<file path="config.mk">
export PLATFORM = sky130hd
export DESIGN_NAME = u109_pci_master_cycle_flat
export DESIGN_NICKNAME = d
export VERILOG_FILES = /design/src/rtl/u109_pci_master_cycle_if.sv /design/src/rtl/u109_pci_master_cycle.sv /design/src/flat_wrapper.sv
export SDC_FILE = /design/constraint.sdc
export NUM_CORES = 1
export LEC_CHECK = 0
export CAP_MARGIN = 20
export CORE_ASPECT_RATIO = 1.1
export CORE_MARGIN = 2
export CORE_UTILIZATION = 50
export DETAILED_ROUTE_END_ITERATION = 8
export DONT_BUFFER_PORTS = 1
export GPL_TIMING_DRIVEN = 1
export PLACE_DENSITY_LB_ADDON = 0.05
export SKIP_LAST_GASP = 1
export SLEW_MARGIN = 5
export SYNTH_ARGS = -nofsm -noshare
export SYNTH_HDL_FRONTEND = slang
export SYNTH_SLANG_ARGS = --single-unit
export TNS_END_PERCENT = 20
</file>
<file path="constraint.sdc">
create_clock -name CLK33 -period 2.7 [get_ports CLK33]
set_clock_uncertainty 0.1 [all_clocks]
set_input_delay 0.54 -clock CLK33 [delete_from_list [all_inputs] [get_ports CLK33]]
set_output_delay 0.54 -clock CLK33 [all_outputs]
set_load 0.01 [all_outputs]
</file>
<file path="src/rtl/u109_pci_master_cycle_if.sv">
// rtl/u109_pci_master_cycle_if.sv - CPU request and PCI bus signal bundle for the U109 master cycle sequencer

interface u109_pci_master_cycle_if;
    // CPU-side request
    logic        START;
    logic        RnW;
    logic        IO_CYCLE;
    logic [3:0]  BEn_IN;
    logic        BGn;

    // PCI arbitration and sampled bus state
    logic        GNTn;
    logic        FRAMEn_IN;
    logic        IRDYn_IN;

    // Target response
    logic        DEVSELn;
    logic        TRDYn;
    logic        STOPn;
    logic [31:0] AD_IN;

    // Master-driven PCI control and buffer steering
    logic        PHASEA_D;
    logic        FRAMEn;
    logic        IRDYn;
    logic [3:0]  CBEn;
    logic        CTRL_OE;

    // Status back to the requester
    logic        BUSY;
    logic        DONE;
    logic        ABORT;
    logic        RETRY;
    logic [31:0] RDATA;

    modport master (
        input  START, RnW, IO_CYCLE, BEn_IN, BGn,
        input  GNTn, FRAMEn_IN, IRDYn_IN,
        input  DEVSELn, TRDYn, STOPn, AD_IN,
        output PHASEA_D, FRAMEn, IRDYn, CBEn, CTRL_OE,
        output BUSY, DONE, ABORT, RETRY, RDATA
    );

    modport slave (
        output START, RnW, IO_CYCLE, BEn_IN, BGn,
        output GNTn, FRAMEn_IN, IRDYn_IN,
        output DEVSELn, TRDYn, STOPn, AD_IN,
        input  PHASEA_D, FRAMEn, IRDYn, CBEn, CTRL_OE,
        input  BUSY, DONE, ABORT, RETRY, RDATA
    );
endinterface

</file>
<file path="src/rtl/u109_pci_master_cycle.sv">
// rtl/u109_pci_master_cycle.sv - single-data-phase PCI master cycle sequencer

module u109_pci_master_cycle #(
    parameter int DEVSEL_TIMEOUT = 5,
    parameter int TRDY_TIMEOUT   = 16
) (
    input  logic                       CLK33,
    input  logic                       RESETn,
    u109_pci_master_cycle_if.master    bus
);

    localparam logic [4:0] DEVSEL_LAST = 5'(DEVSEL_TIMEOUT - 1);
    localparam logic [4:0] TRDY_LAST   = 5'(TRDY_TIMEOUT - 1);
    localparam logic [4:0] CNT_MAX     = 5'd31;

    typedef enum logic [2:0] {
        ST_IDLE,
        ST_PEND,
        ST_ADDR,
        ST_DATA,
        ST_TURN
    } state_t;

    state_t      state_q, state_d;

    // Request captured with START; held for the whole cycle
    logic        rnw_q, rnw_d;
    logic        io_q, io_d;
    logic [3:0]  ben_q, ben_d;

    // Data-phase clock count, used for the DEVSEL and TRDY timeouts
    logic [4:0]  cnt_q, cnt_d;

    // Registered outputs; next values are decoded from the next state
    logic        phase_a_q, phase_a_d;
    logic        framen_q, framen_d;
    logic        irdyn_q, irdyn_d;
    logic [3:0]  cben_q, cben_d;
    logic        ctrl_oe_q, ctrl_oe_d;
    logic        busy_q, busy_d;
    logic        done_q, done_d;
    logic        abort_q, abort_d;
    logic        retry_q, retry_d;
    logic [31:0] rdata_q, rdata_d;

    // State, request latch, counter and output registers
    always_ff @(posedge CLK33 or negedge RESETn) begin
        if (!RESETn) begin
            state_q   <= ST_IDLE;
            rnw_q     <= 1'b0;
            io_q      <= 1'b0;
            ben_q     <= 4'hF;
            cnt_q     <= 5'd0;
            phase_a_q <= 1'b1;
            framen_q  <= 1'b1;
            irdyn_q   <= 1'b1;
            cben_q    <= 4'hF;
            ctrl_oe_q <= 1'b0;
            busy_q    <= 1'b0;
            done_q    <= 1'b0;
            abort_q   <= 1'b0;
            retry_q   <= 1'b0;
            rdata_q   <= 32'h0;
        end else begin
            state_q   <= state_d;
            rnw_q     <= rnw_d;
            io_q      <= io_d;
            ben_q     <= ben_d;
            cnt_q     <= cnt_d;
            phase_a_q <= phase_a_d;
            framen_q  <= framen_d;
            irdyn_q   <= irdyn_d;
            cben_q    <= cben_d;
            ctrl_oe_q <= ctrl_oe_d;
            busy_q    <= busy_d;
            done_q    <= done_d;
            abort_q   <= abort_d;
            retry_q   <= retry_d;
            rdata_q   <= rdata_d;
        end
    end

    // Next-state, outcome evaluation and output decode
    always_comb begin
        state_d = state_q;
        rnw_d   = rnw_q;
        io_d    = io_q;
        ben_d   = ben_q;
        cnt_d   = cnt_q;
        rdata_d = rdata_q;
        done_d  = 1'b0;
        abort_d = 1'b0;
        retry_d = 1'b0;

        case (state_q)
            ST_IDLE: begin
                if (bus.START && !bus.BGn) begin
                    rnw_d   = bus.RnW;
                    io_d    = bus.IO_CYCLE;
                    ben_d   = bus.BEn_IN;
                    state_d = ST_PEND;
                end
            end
            ST_PEND: begin
                // Wait for grant and an idle bus (no FRAME, no IRDY)
                if (!bus.GNTn && bus.FRAMEn_IN && bus.IRDYn_IN) begin
                    state_d = ST_ADDR;
                end
            end
            ST_ADDR: begin
                cnt_d   = 5'd0;
                state_d = ST_DATA;
            end
            ST_DATA: begin
                if (cnt_q != CNT_MAX) begin
                    cnt_d = cnt_q + 5'd1;
                end
                // TRDY outranks STOP so a disconnect-with-data still completes
                if (!bus.TRDYn) begin
                    done_d  = 1'b1;
                    state_d = ST_TURN;
                    if (rnw_q) begin
                        rdata_d = bus.AD_IN;
                    end
                end else if (!bus.STOPn && !bus.DEVSELn) begin
                    retry_d = 1'b1;
                    state_d = ST_TURN;
                end else if (!bus.STOPn) begin
                    abort_d = 1'b1;
                    state_d = ST_TURN;
                end else if (bus.DEVSELn && cnt_q == DEVSEL_LAST) begin
                    abort_d = 1'b1;
                    state_d = ST_TURN;
                end else if (!bus.DEVSELn && cnt_q == TRDY_LAST) begin
                    abort_d = 1'b1;
                    state_d = ST_TURN;
                end
            end
            ST_TURN: begin
                state_d = ST_IDLE;
            end
            default: begin
                state_d = ST_IDLE;
            end
        endcase

        phase_a_d = 1'b1;
        framen_d  = 1'b1;
        irdyn_d   = 1'b1;
        cben_d    = 4'hF;
        ctrl_oe_d = 1'b0;
        busy_d    = 1'b1;

        case (state_d)
            ST_IDLE: begin
                busy_d = 1'b0;
            end
            ST_ADDR: begin
                framen_d  = 1'b0;
                ctrl_oe_d = 1'b1;
                // I/O: 001x, memory: 011x; bit 0 set for writes
                cben_d    = {1'b0, ~io_d, 1'b1, ~rnw_d};
            end
            ST_DATA: begin
                // Single data phase: FRAME already released, IRDY asserted
                phase_a_d = 1'b0;
                irdyn_d   = 1'b0;
                cben_d    = ben_d;
                ctrl_oe_d = 1'b1;
            end
            ST_TURN: begin
                // Drive the control lines high for one clock before release
                ctrl_oe_d = 1'b1;
            end
            default: begin
            end
        endcase
    end

    assign bus.PHASEA_D = phase_a_q;
    assign bus.FRAMEn   = framen_q;
    assign bus.IRDYn    = irdyn_q;
    assign bus.CBEn     = cben_q;
    assign bus.CTRL_OE  = ctrl_oe_q;
    assign bus.BUSY     = busy_q;
    assign bus.DONE     = done_q;
    assign bus.ABORT    = abort_q;
    assign bus.RETRY    = retry_q;
    assign bus.RDATA    = rdata_q;

endmodule

</file>
<file path="src/flat_wrapper.sv">
// flat-port wrapper written by rule: the top's interface ports become plain ports
module u109_pci_master_cycle_flat 
#(
    parameter int DEVSEL_TIMEOUT = 5,
    parameter int TRDY_TIMEOUT   = 16
)
  (CLK33, RESETn, bus_START, bus_RnW, bus_IO_CYCLE, bus_BEn_IN, bus_BGn, bus_GNTn, bus_FRAMEn_IN, bus_IRDYn_IN, bus_DEVSELn, bus_TRDYn, bus_STOPn, bus_AD_IN, bus_PHASEA_D, bus_FRAMEn, bus_IRDYn, bus_CBEn, bus_CTRL_OE, bus_BUSY, bus_DONE, bus_ABORT, bus_RETRY, bus_RDATA);
  u109_pci_master_cycle_if bus_i ();
  input  logic CLK33;
  input  logic RESETn;
  input wire logic [$bits(bus_i.START)-1:0] bus_START;
  input wire logic [$bits(bus_i.RnW)-1:0] bus_RnW;
  input wire logic [$bits(bus_i.IO_CYCLE)-1:0] bus_IO_CYCLE;
  input wire logic [$bits(bus_i.BEn_IN)-1:0] bus_BEn_IN;
  input wire logic [$bits(bus_i.BGn)-1:0] bus_BGn;
  input wire logic [$bits(bus_i.GNTn)-1:0] bus_GNTn;
  input wire logic [$bits(bus_i.FRAMEn_IN)-1:0] bus_FRAMEn_IN;
  input wire logic [$bits(bus_i.IRDYn_IN)-1:0] bus_IRDYn_IN;
  input wire logic [$bits(bus_i.DEVSELn)-1:0] bus_DEVSELn;
  input wire logic [$bits(bus_i.TRDYn)-1:0] bus_TRDYn;
  input wire logic [$bits(bus_i.STOPn)-1:0] bus_STOPn;
  input wire logic [$bits(bus_i.AD_IN)-1:0] bus_AD_IN;
  output wire logic [$bits(bus_i.PHASEA_D)-1:0] bus_PHASEA_D;
  output wire logic [$bits(bus_i.FRAMEn)-1:0] bus_FRAMEn;
  output wire logic [$bits(bus_i.IRDYn)-1:0] bus_IRDYn;
  output wire logic [$bits(bus_i.CBEn)-1:0] bus_CBEn;
  output wire logic [$bits(bus_i.CTRL_OE)-1:0] bus_CTRL_OE;
  output wire logic [$bits(bus_i.BUSY)-1:0] bus_BUSY;
  output wire logic [$bits(bus_i.DONE)-1:0] bus_DONE;
  output wire logic [$bits(bus_i.ABORT)-1:0] bus_ABORT;
  output wire logic [$bits(bus_i.RETRY)-1:0] bus_RETRY;
  output wire logic [$bits(bus_i.RDATA)-1:0] bus_RDATA;
  assign bus_i.START = bus_START;
  assign bus_i.RnW = bus_RnW;
  assign bus_i.IO_CYCLE = bus_IO_CYCLE;
  assign bus_i.BEn_IN = bus_BEn_IN;
  assign bus_i.BGn = bus_BGn;
  assign bus_i.GNTn = bus_GNTn;
  assign bus_i.FRAMEn_IN = bus_FRAMEn_IN;
  assign bus_i.IRDYn_IN = bus_IRDYn_IN;
  assign bus_i.DEVSELn = bus_DEVSELn;
  assign bus_i.TRDYn = bus_TRDYn;
  assign bus_i.STOPn = bus_STOPn;
  assign bus_i.AD_IN = bus_AD_IN;
  assign bus_PHASEA_D = bus_i.PHASEA_D;
  assign bus_FRAMEn = bus_i.FRAMEn;
  assign bus_IRDYn = bus_i.IRDYn;
  assign bus_CBEn = bus_i.CBEn;
  assign bus_CTRL_OE = bus_i.CTRL_OE;
  assign bus_BUSY = bus_i.BUSY;
  assign bus_DONE = bus_i.DONE;
  assign bus_ABORT = bus_i.ABORT;
  assign bus_RETRY = bus_i.RETRY;
  assign bus_RDATA = bus_i.RDATA;
  u109_pci_master_cycle #(.DEVSEL_TIMEOUT(DEVSEL_TIMEOUT), .TRDY_TIMEOUT(TRDY_TIMEOUT)) u_core (.CLK33(CLK33), .RESETn(RESETn), .bus(bus_i));
endmodule
</file>
==> results.md, run 1 <==
* Hold Crit Class: input pin to register
* Initial antenna violation count at 0
* Syn avg cell area at 14.1 µm²
* TritonCTS clock tree: done
* CP Class: register to register
* Via count at 1,324
* Starting Density at 51.2%
* P_int at 1.87 mW
* CTS Buffer Depth at 2
* Post-Syn Area at 2330 µm²
* FMAX at 449 MHz
* Top Usage Layer GRT: met2
* Setup Viol. Count Final at 0
* CTS root buf: clkbuf_8
* IO Port Bufs at 0
* Met1 Use GR at 20.3%
* Ys Warns at 0
* Final Critical Period at 2230 ps
* Core area at 4550 µm²
* Die ar. at 5220 µm²
* Final instance area at 2570 µm²
* N_diodes at 0
* Endpoint class of the critical path: register
* Clock Sinks at 57
* Worst-case reg-to-reg path depth at 7
* Hold Path Cell Cnt at 1
* Overall power at 2.73 mW
* Hold slack at 181 ps
* Gate Count Post-Synth at 165
* Max_cap viols at 0
* Vias/cell at 5.66
* Final Hold Vio Count at 0
* Post-CTS Repair Setup Buffers at 0
* #FFs+latches synth at 57
* Register area share after synthesis at 61.7%
* CP Max Fanout at 4
* Total CTS buffers at 9
* Final setup TNS at 0 ps
* Worst R2R End: u_core.bus.CBEn[3]
* Critical R2R Launch: u_core.cnt_q[0]
* Comb pwr share at 19.9%
* Hold Crit Start: bus_DEVSELn
* Routability congestion estimate at 0.771
* Most used DFF post-synth: dfrtp_1
* Final critical-path share of the clock period at 82.4%
* Num ports at 92
* Met2 usage at 26.6%
* Die height at 75.6 µm
* Clk_lat worst skew at 330 ps
* Site row count at 26
* WP data required at 2860 ps
* Commonest non-fill, non-tap cells in the layout: dfrtp_1 (47), mux2_2 (38), nor2_1 (10), clkbuf_8 (10), dfstp_2 (10)
* H-tree depth at 3
* Pre-CTS WS at 482 ps
* Post-route ant nets at 0
* Vias in the first global route at 1,342
* Sw Ratio at 31.6%
* Hpwl dp at 2.94 mm
* Mapped Nets at 217
* Commonest non-fill, non-tap cell in the layout: dfrtp_1
* Worst R2R Setup Slack at 470 ps
* Share of layout cells above drive strength 1 at 36.0%
* Crit path DAT at 2380 ps
* Drt first pass iters at 5
* DRC at 0
* CTS clk-pin slew, worst paths at 60 ps
* Number of enable-type register cells in the synthesized netlist at 0
* Gr ovfl total at 0
* Synthesis-to-finish area growth at 10.3%
* Worst-margin pin slew at 514 ps
* Slew Limit Fails at 0
* Switch Pwr at 0.864 mW
* Power per Cell Area at 1060 nW/µm²
* WL per Instance at 17.7 µm
* Final WS setup at 475 ps
* Initial DRC count at 60
* Pin count of the biggest net entering global routing at 58
* Netlist cell types at 30
* CP Launch Point: u_core.cnt_q[0]
* Clock power share at 24.0%
* Critical path launch point type: register
* Pleak at 1.21 nW
* RSZ-0062 raised after global routing: no
* GRT Overall Usage at 17.4%
* Die width at 69.1 µm
* Nets at 225
* Cell Area, Placed at 2370 µm²
* Final WL at 4.15 mm
* Reg power frac at 56.2%
* Worst vdd ir at 0.000525 V
* CP endpoint: u_core.bus.CBEn[3]
* M3 GR Usage at 6.35%
* Worst relative slew slack at 65.5%
* Run status: finished clean
* Ys async rst share at 100%
* First-pass GRT wire length at 6.73 mm
[flip-flops by register name (all words and copies together), names as in the netlist]
| register | cells |
|---|---|
| u_core.bus.ABORT | 1 |
| u_core.bus.IRDYn | 1 |
| u_core.bus.FRAMEn | 1 |
| u_core.io_q | 1 |
| u_core.bus.CTRL_OE | 1 |
| u_core.state_q | 3 |
| u_core.rnw_q | 1 |
| u_core.bus.BUSY | 1 |
| u_core.ben_q | 4 |
| u_core.bus.DONE | 1 |
| u_core.bus.RETRY | 1 |
| u_core.bus.CBEn | 4 |
| u_core.bus.RDATA | 32 |
| u_core.cnt_q | 5 |
[worst max-delay path, cell delays in order, from the launching register on]
cell and delay, ps:
dfrtp_1 410, ha_1 220, and3_1 200, ha_1 180, nor2b_1 140, a211oi_1 340
o21a_1 210, mux2_2 340
[cell families (layout without fill, tap and decap cells)]
kind of cell	count (synthesis)	count (layout)	share of synthesized area (%)
AND/OR/NAND/NOR	35	35	8.91
multiplexers	40	40	19.3
flip-flops	57	57	61.7
AO/OA/AOI/OAI	16	16	5.21
adder cells (fa/ha/maj)	4	4	2.15
buffers and inverters	13	26	2.74
[how the worst min path moves through the flow]
stage / to / slack [ps]
2_1_floorplan: u_core.bus.ABORT / 140
3_3_place_gp: u_core.bus.RDATA[16] / 150
3_5_place_dp: u_core.bus.RDATA[16] / 150
4_1_cts: u_core.bus.RETRY / 170
5_1_grt: u_core.bus.RETRY / 170
6_report: u_core.bus.RETRY / 180
[metrics by stage]
step,std cells,utilization [%]
detailed placement,216,52.1
finish,234,56.4
global placement,216,52.1
floorplan,165,-
global route,234,56.4
CTS,234,56.4
[cells in the mapped netlist (all sizes together), types with 2 or more instances]
cell type | n | share of area [%]
nor2 | 10 | 1.6
nand2b | 3 | 0.81
buf | 6 | 1.6
and3 | 3 | 0.81
nand2 | 6 | 0.97
a22o | 3 | 1.1
dfstp | 10 | 11
inv | 7 | 1.1
dfrtp | 47 | 50
nor3 | 3 | 0.64
a21o | 2 | 0.64
a211oi | 3 | 0.97
nand3 | 2 | 0.43
nor2b | 3 | 0.81
a21oi | 3 | 0.64
mux2 | 39 | 19
ha | 4 | 2.1
[area by class of cell]
cell class	instances	area [µm²]
inverter	7	26.3
timing repair buffer	3	45.0
sequential	57	1440
clock inverter	1	5.00
fill	380	1980
tap	56	70.1
clock buffer	15	156
multi-input combinational	95	828
[routing by layer]
metal  wire length [µm]  share of wire (%)
met5                  0                  0
met4                126                3.0
met3                324                7.8
met2               1990                 48
met1               1710                 41
[power groups by stage]
stage                     registers (mW)  logic [mW]  clock network, mW
after floorplan                     1.45       0.506                  0
after global placement              1.54       0.501                  0
after detailed placement            1.55       0.531                  0
after CTS                           1.54       0.554              0.681
after global routing                1.58       0.614              0.726
final                               1.54       0.544              0.655
[what timing repair did]
item	4_1_cts	5_1_grt
hold endpoints to repair	57	0
hold buffers	2	0
resized for setup	0	0
No activity file was read; power rests on OpenSTA's default activity.
==> run 2: changes to the inputs <==
Clock period 2.7 ns to 2 ns, I/O delays scaled along.
==> run 2 against run 1 <==
Net effect: non-clock buffer count grew 8; combinational power up 59%; global-route usage increased by 0.30 points; sequential power increased by 33%; clock power increased by 59%; sequential share of layout area shrank 2.5 points; count of clock-buffer cells in the layout down 3; final cell count rose by 3.0%; maximum frequency is 14% higher; largest cell class unchanged.
==> results.md, run 2 (synthesis gave the netlist of run 1 again) <==
* Worst-case reg-to-reg path depth at 7
* Final Hold Vio Count at 0
* Drt first pass iters at 4
* Commonest non-fill, non-tap cell in the layout: dfrtp_1
* Crit path DAT at 2110 ps
* FF/Latch Area at 1440 µm²
* WL per Instance at 17.9 µm
* Critical R2R Launch: u_core.cnt_q[1]
* DRC at 0
* Hold Crit Start: bus_DEVSELn
* Initial DRC count at 83
* CP Max Fanout at 3
* WP data required at 2150 ps
* IO Port Bufs at 0
* Clock power share at 26.3%
* Setup Viol. Count Final at 0
* First-pass GRT wire length at 6.78 mm
* Final critical-path share of the clock period at 97.9%
* Slowest stage cell, crit path: dfrtp_1
* GRT Overall Usage at 17.7%
* CTS root buf: clkbuf_8
* Die height at 75.6 µm
* Worst relative slew slack at 74.8%
* Cell Area, Placed at 2420 µm²
* Final WL at 4.30 mm
* Initial antenna violation count at 0
* Vias in the first global route at 1,371
* Crit-path cells: ha_2, and3_4, ha_1, nor2b_4, a211oi_2, o21a_1, mux2_4
* Critical Path Max Stage Delay at 380 ps
* Commonest non-fill, non-tap cells in the layout: dfrtp_1 (47), mux2_2 (37), clkbuf_8 (11), nor2_1 (10), dfstp_2 (10)
* Hold Crit Class: input pin to register
* FMAX at 511 MHz
* N_diodes at 0
* Placed Instances at 222
* Slew Limit Fails at 0
* Worst R2R End: u_core.bus.CBEn[3]
* Worst-margin pin slew at 379 ps
* Die width at 69.1 µm
* Multi-input logic area at 852 µm²
* TritonCTS clock tree: done
* Starting Density at 51.2%
* Run status: finished clean
* Site row count at 26
* Worst R2R Setup Slack at 40 ps
* P_int at 2.75 mW
* Total CTS buffers at 9
* Filler cells at 377
* Pleak at 1.27 nW
* Hpwl dp at 3.01 mm
* Critical path launch point type: register
* Clk_lat worst skew at 320 ps
* Final WS setup at 41.9 ps
* Max_cap viols at 0
* Final core utilization at 59.0%
* Vias/cell at 5.49
* Worst vdd ir at 0.000629 V
* Routability congestion estimate at 0.727
* Final Critical Period at 1960 ps
* Share of layout cells above drive strength 1 at 43.2%
* Sw Ratio at 30.4%
* Hold EP: u_core.bus.RETRY
* Pre-CTS WS at -11.1 ps
* Synthesis-to-finish area growth at 15.3%
* Pin count of the biggest net entering global routing at 58
* Comb pwr share at 21.9%
* Endpoint class of the critical path: register
* Post-route ant nets at 0
* CTS clk-pin slew, worst paths at 60 ps
* Core area at 4550 µm²
* Hold Path Cell Cnt at 1
* H-tree depth at 3
* Gr ovfl total at 0
* Nets at 233
* Power per Cell Area at 1470 nW/µm²
* Switch Pwr at 1.20 mW
* Flip-flop count of the largest register after layout at 32
* CP Class: register to register
* CTS Buffer Depth at 2
* Die ar. at 5220 µm²
* Final instance area at 2690 µm²
* Clock Sinks at 57
* Final Non-Filler Cells at 241
* Via count at 1,324
* Hold slack at 41.8 ps
* Reg power frac at 51.8%
* Num ports at 92
[run 2: metal layers]
layer	GRT usage (%)	part of all wire (%)	vias up
met5	0	0	-
met4	12.4	1.8	0
met3	6.22	8.5	7
met2	26.4	48	71
met1	21.9	42	645
li1	-	-	601
[run 2: stage by stage]
step | power, mW | setup TNS (ps)
detailed placement | 2.88 | -11.1
finish | 3.95 | 0
global placement | 2.82 | 0
CTS | 4.00 | -23.6
floorplan | 2.64 | 0
global route | 4.20 | -7.78
[run 2: power by group through the flow]
stage / clock, mW / combinational [mW] / sequential, mW
after floorplan: 0 / 0.688 / 1.95
after global routing: 1.14 / 0.962 / 2.10
final: 1.04 / 0.865 / 2.05
after detailed placement: 0 / 0.808 / 2.07
after global placement: 0 / 0.767 / 2.05
after CTS: 1.08 / 0.871 / 2.05
[run 2: final cells by class]
class                           count  area share (%)
Clock buffer                       12            5.77
Clock inverter                      3            1.49
Inverter                            7           0.978
Multi-Input combinational cell     95            31.7
Sequential cell                    57            53.5
Tap cell                           56            2.61
Timing Repair Buffer               11            3.91
[run 2: critical path: cells and delay by family (launching register included)]
family / cells / cell delay (ps)
AOI/OAI and AO/OA: 2 / 400
adders and majority gates: 2 / 380
DFF: 1 / 380
muxes: 1 / 310
and+or+nand+nor: 2 / 310
[run 2: worst max-delay path by stage]
stage                          from                  to  slack, ps  cells after the start
finish              u_core.cnt_q[1]  u_core.bus.CBEn[3]         40                      7
global route        u_core.cnt_q[1]  u_core.bus.CBEn[3]         -8                      7
CTS                 u_core.cnt_q[0]  u_core.bus.CBEn[0]        -10                      8
detailed placement  u_core.cnt_q[0]  u_core.bus.CBEn[3]        -10                      7
global placement    u_core.cnt_q[0]  u_core.bus.CBEn[3]         50                      7
floorplan           u_core.cnt_q[0]  u_core.bus.CBEn[3]         60                      7
[run 2: repair_timing]
| action | CTS | global route |
|---|---|---|
| pin swaps | 2 | 3 |
| hold endpoints to repair | 57 | 0 |
| hold buffers | 2 | 0 |
| resized for setup | 3 | 3 |
| setup endpoints to repair | 1 | 5 |
| setup buffers | 2 | 0 |
| gates cloned | 0 | 0 |
==> run 3: changes to the inputs <==
Clock period 2 ns to 2.03 ns, I/O delays scaled along.
==> run 3 against run 2 <==
Net effect: first-iteration DRC count increased by 12%; critical endpoint unchanged; non-clock buffer count increased by 3; die area unchanged; via count increased by 0.98%; final cell count increased by 1.7%; largest cell class unchanged.
==> results.md, run 3 (synthesis gave the netlist of run 1 again) <==
* Post-route ant nets at 0
* Gr ovfl total at 0
* Pin count of the biggest net entering global routing at 58
* CP Class: register to register
* Vias/cell at 5.46
* Slowest stage cell, crit path: dfrtp_1
* Worst vdd ir at 0.000761 V
* Pleak at 1.29 nW
* Crit-path cells: ha_2, and3_4, ha_4, nor2b_4, a211oi_2, buf_4, o21a_4, mux2_4
* Clk_lat worst skew at 330 ps
* Critical path launch point type: register
* Endpoint class of the critical path: register
* CP endpoint: u_core.bus.CBEn[3]
* CTS clk-pin slew, worst paths at 60 ps
* Vias in the first global route at 1,417
* DRC at 0
* Commonest non-fill, non-tap cell in the layout: dfrtp_1
* Pre-CTS WS at -44.5 ps
* Hold slack at 44.7 ps
* Core area at 4550 µm²
* Worst R2R End: u_core.bus.CBEn[3]
* Power per Cell Area at 1460 nW/µm²
* Site row count at 26
* Die width at 69.1 µm
* RSZ-0062 raised after global routing: no
* Critical Path Max Stage Delay at 390 ps
* Critical R2R Launch: u_core.cnt_q[1]
* CTS Buffer Depth at 2
* Hpwl dp at 2.98 mm
* Share of layout cells above drive strength 1 at 43.9%
* Filler cells at 376
* Final Non-Filler Cells at 245
* Nets at 236
* Clock Sinks at 57
* Multi-input logic area at 872 µm²
* Total CTS buffers at 9
* WL per Instance at 17.1 µm
* Flip-flop count of the largest register after layout at 32
* Final Critical Period at 1960 ps
* CTS root buf: clkbuf_8
* CP Launch Point: u_core.cnt_q[1]
* First-pass GRT wire length at 6.78 mm
* Placed Instances at 225
* Final WS setup at 66.8 ps
* Final setup TNS at 0 ps
* Worst R2R Setup Slack at 70 ps
* Hold Crit Class: input pin to register
* Routability congestion estimate at 0.782
* Die ar. at 5220 µm²
* Final critical-path share of the clock period at 96.7%
* Worst-margin pin slew at 383 ps
* Commonest non-fill, non-tap cells in the layout: dfrtp_1 (47), mux2_2 (37), buf_4 (12), nor2_1 (10), dfstp_2 (10)
* GRT Overall Usage at 17.2%
* Initial antenna violation count at 0
* Crit path DAT at 2120 ps
* Worst relative slew slack at 74.5%
* Worst-case reg-to-reg path depth at 8
* Via count at 1,337
* Final WL at 4.19 mm
* Starting Density at 51.2%
* Drt first pass iters at 4
* Num ports at 92
* Final Hold Vio Count at 0
* WP data required at 2180 ps
* Run status: finished clean
* IO Port Bufs at 0
* Overall power at 4.01 mW
* Max_cap viols at 0
* CP Max Fanout at 3
* FMAX at 509 MHz
* Final core utilization at 60.1%
* Setup Viol. Count Final at 0
* Initial DRC count at 93
* Cell Area, Placed at 2440 µm²
* Slew Limit Fails at 0
* Die height at 75.6 µm
* FF/Latch Area at 1440 µm²
* Final instance area at 2740 µm²
* N_diodes at 0
* Synthesis-to-finish area growth at 17.5%
* H-tree depth at 3
* TritonCTS clock tree: done
## run 3: cell types whose count changed in the layout (fill, tap and decap cells not counted), sizes merged
cell    before  now
buf         10   13
clkbuf      12   13
bufinv       1    2
clkinv       2    1
## run 3: how the worst min path moves through the flow
stage	startpoint	endpoint	slack, ps	depth (start not counted)
final	bus_DEVSELn	u_core.bus.RETRY	40	1
after global routing	bus_DEVSELn	u_core.bus.RETRY	20	1
after CTS	bus_DEVSELn	u_core.bus.RETRY	30	1
after detailed placement	RESETn	u_core.bus.RDATA[16]	10	0
after global placement	RESETn	u_core.bus.RDATA[16]	10	0
after floorplan	RESETn	u_core.bus.ABORT	10	0
## run 3: what timing repair did
item,4_1_cts,5_1_grt
pin swaps,3,0
hold buffers,2,0
hold endpoints to repair,57,0
setup buffers,2,0
resized for setup,9,1
endpoints found under the setup margin,2,2
## run 3: routing by layer
metal	wire length, µm	global-route usage, %	vias to the layer above	share of wire [%]
met3	389	9.13	4	9.3
met5	0	0	-	0
li1	-	-	615	-
met2	2040	28.0	66	49
met1	1730	19.4	652	41
met4	29	7.19	0	0.69
## run 3: area by class of cell
cell class	count	share of cell area [%]
clock buffers	13	5.07
clock inverters	3	2.38
inverters	7	0.959
multi-input cells	95	31.8
flip-flops and latches	57	52.5
well taps	56	2.56
repair buffers	14	4.66
## run 3: critical path, delay by kind of cell, from the launching register on
kind / cells / cell delay, ps
and+or+nand+nor: 2 / 310
DFF: 1 / 390
adders and majority gates: 2 / 340
AOI/OAI and AO/OA: 2 / 330
muxes: 1 / 290
buffers and inverters: 1 / 140
## run 3: power by group
group	switching (mW)	internal (mW)	leakage, nW
clock network	0.409	0.691	0.102
logic	0.371	0.526	0.485
registers	0.423	1.59	0.705
total	1.20	2.81	1.29
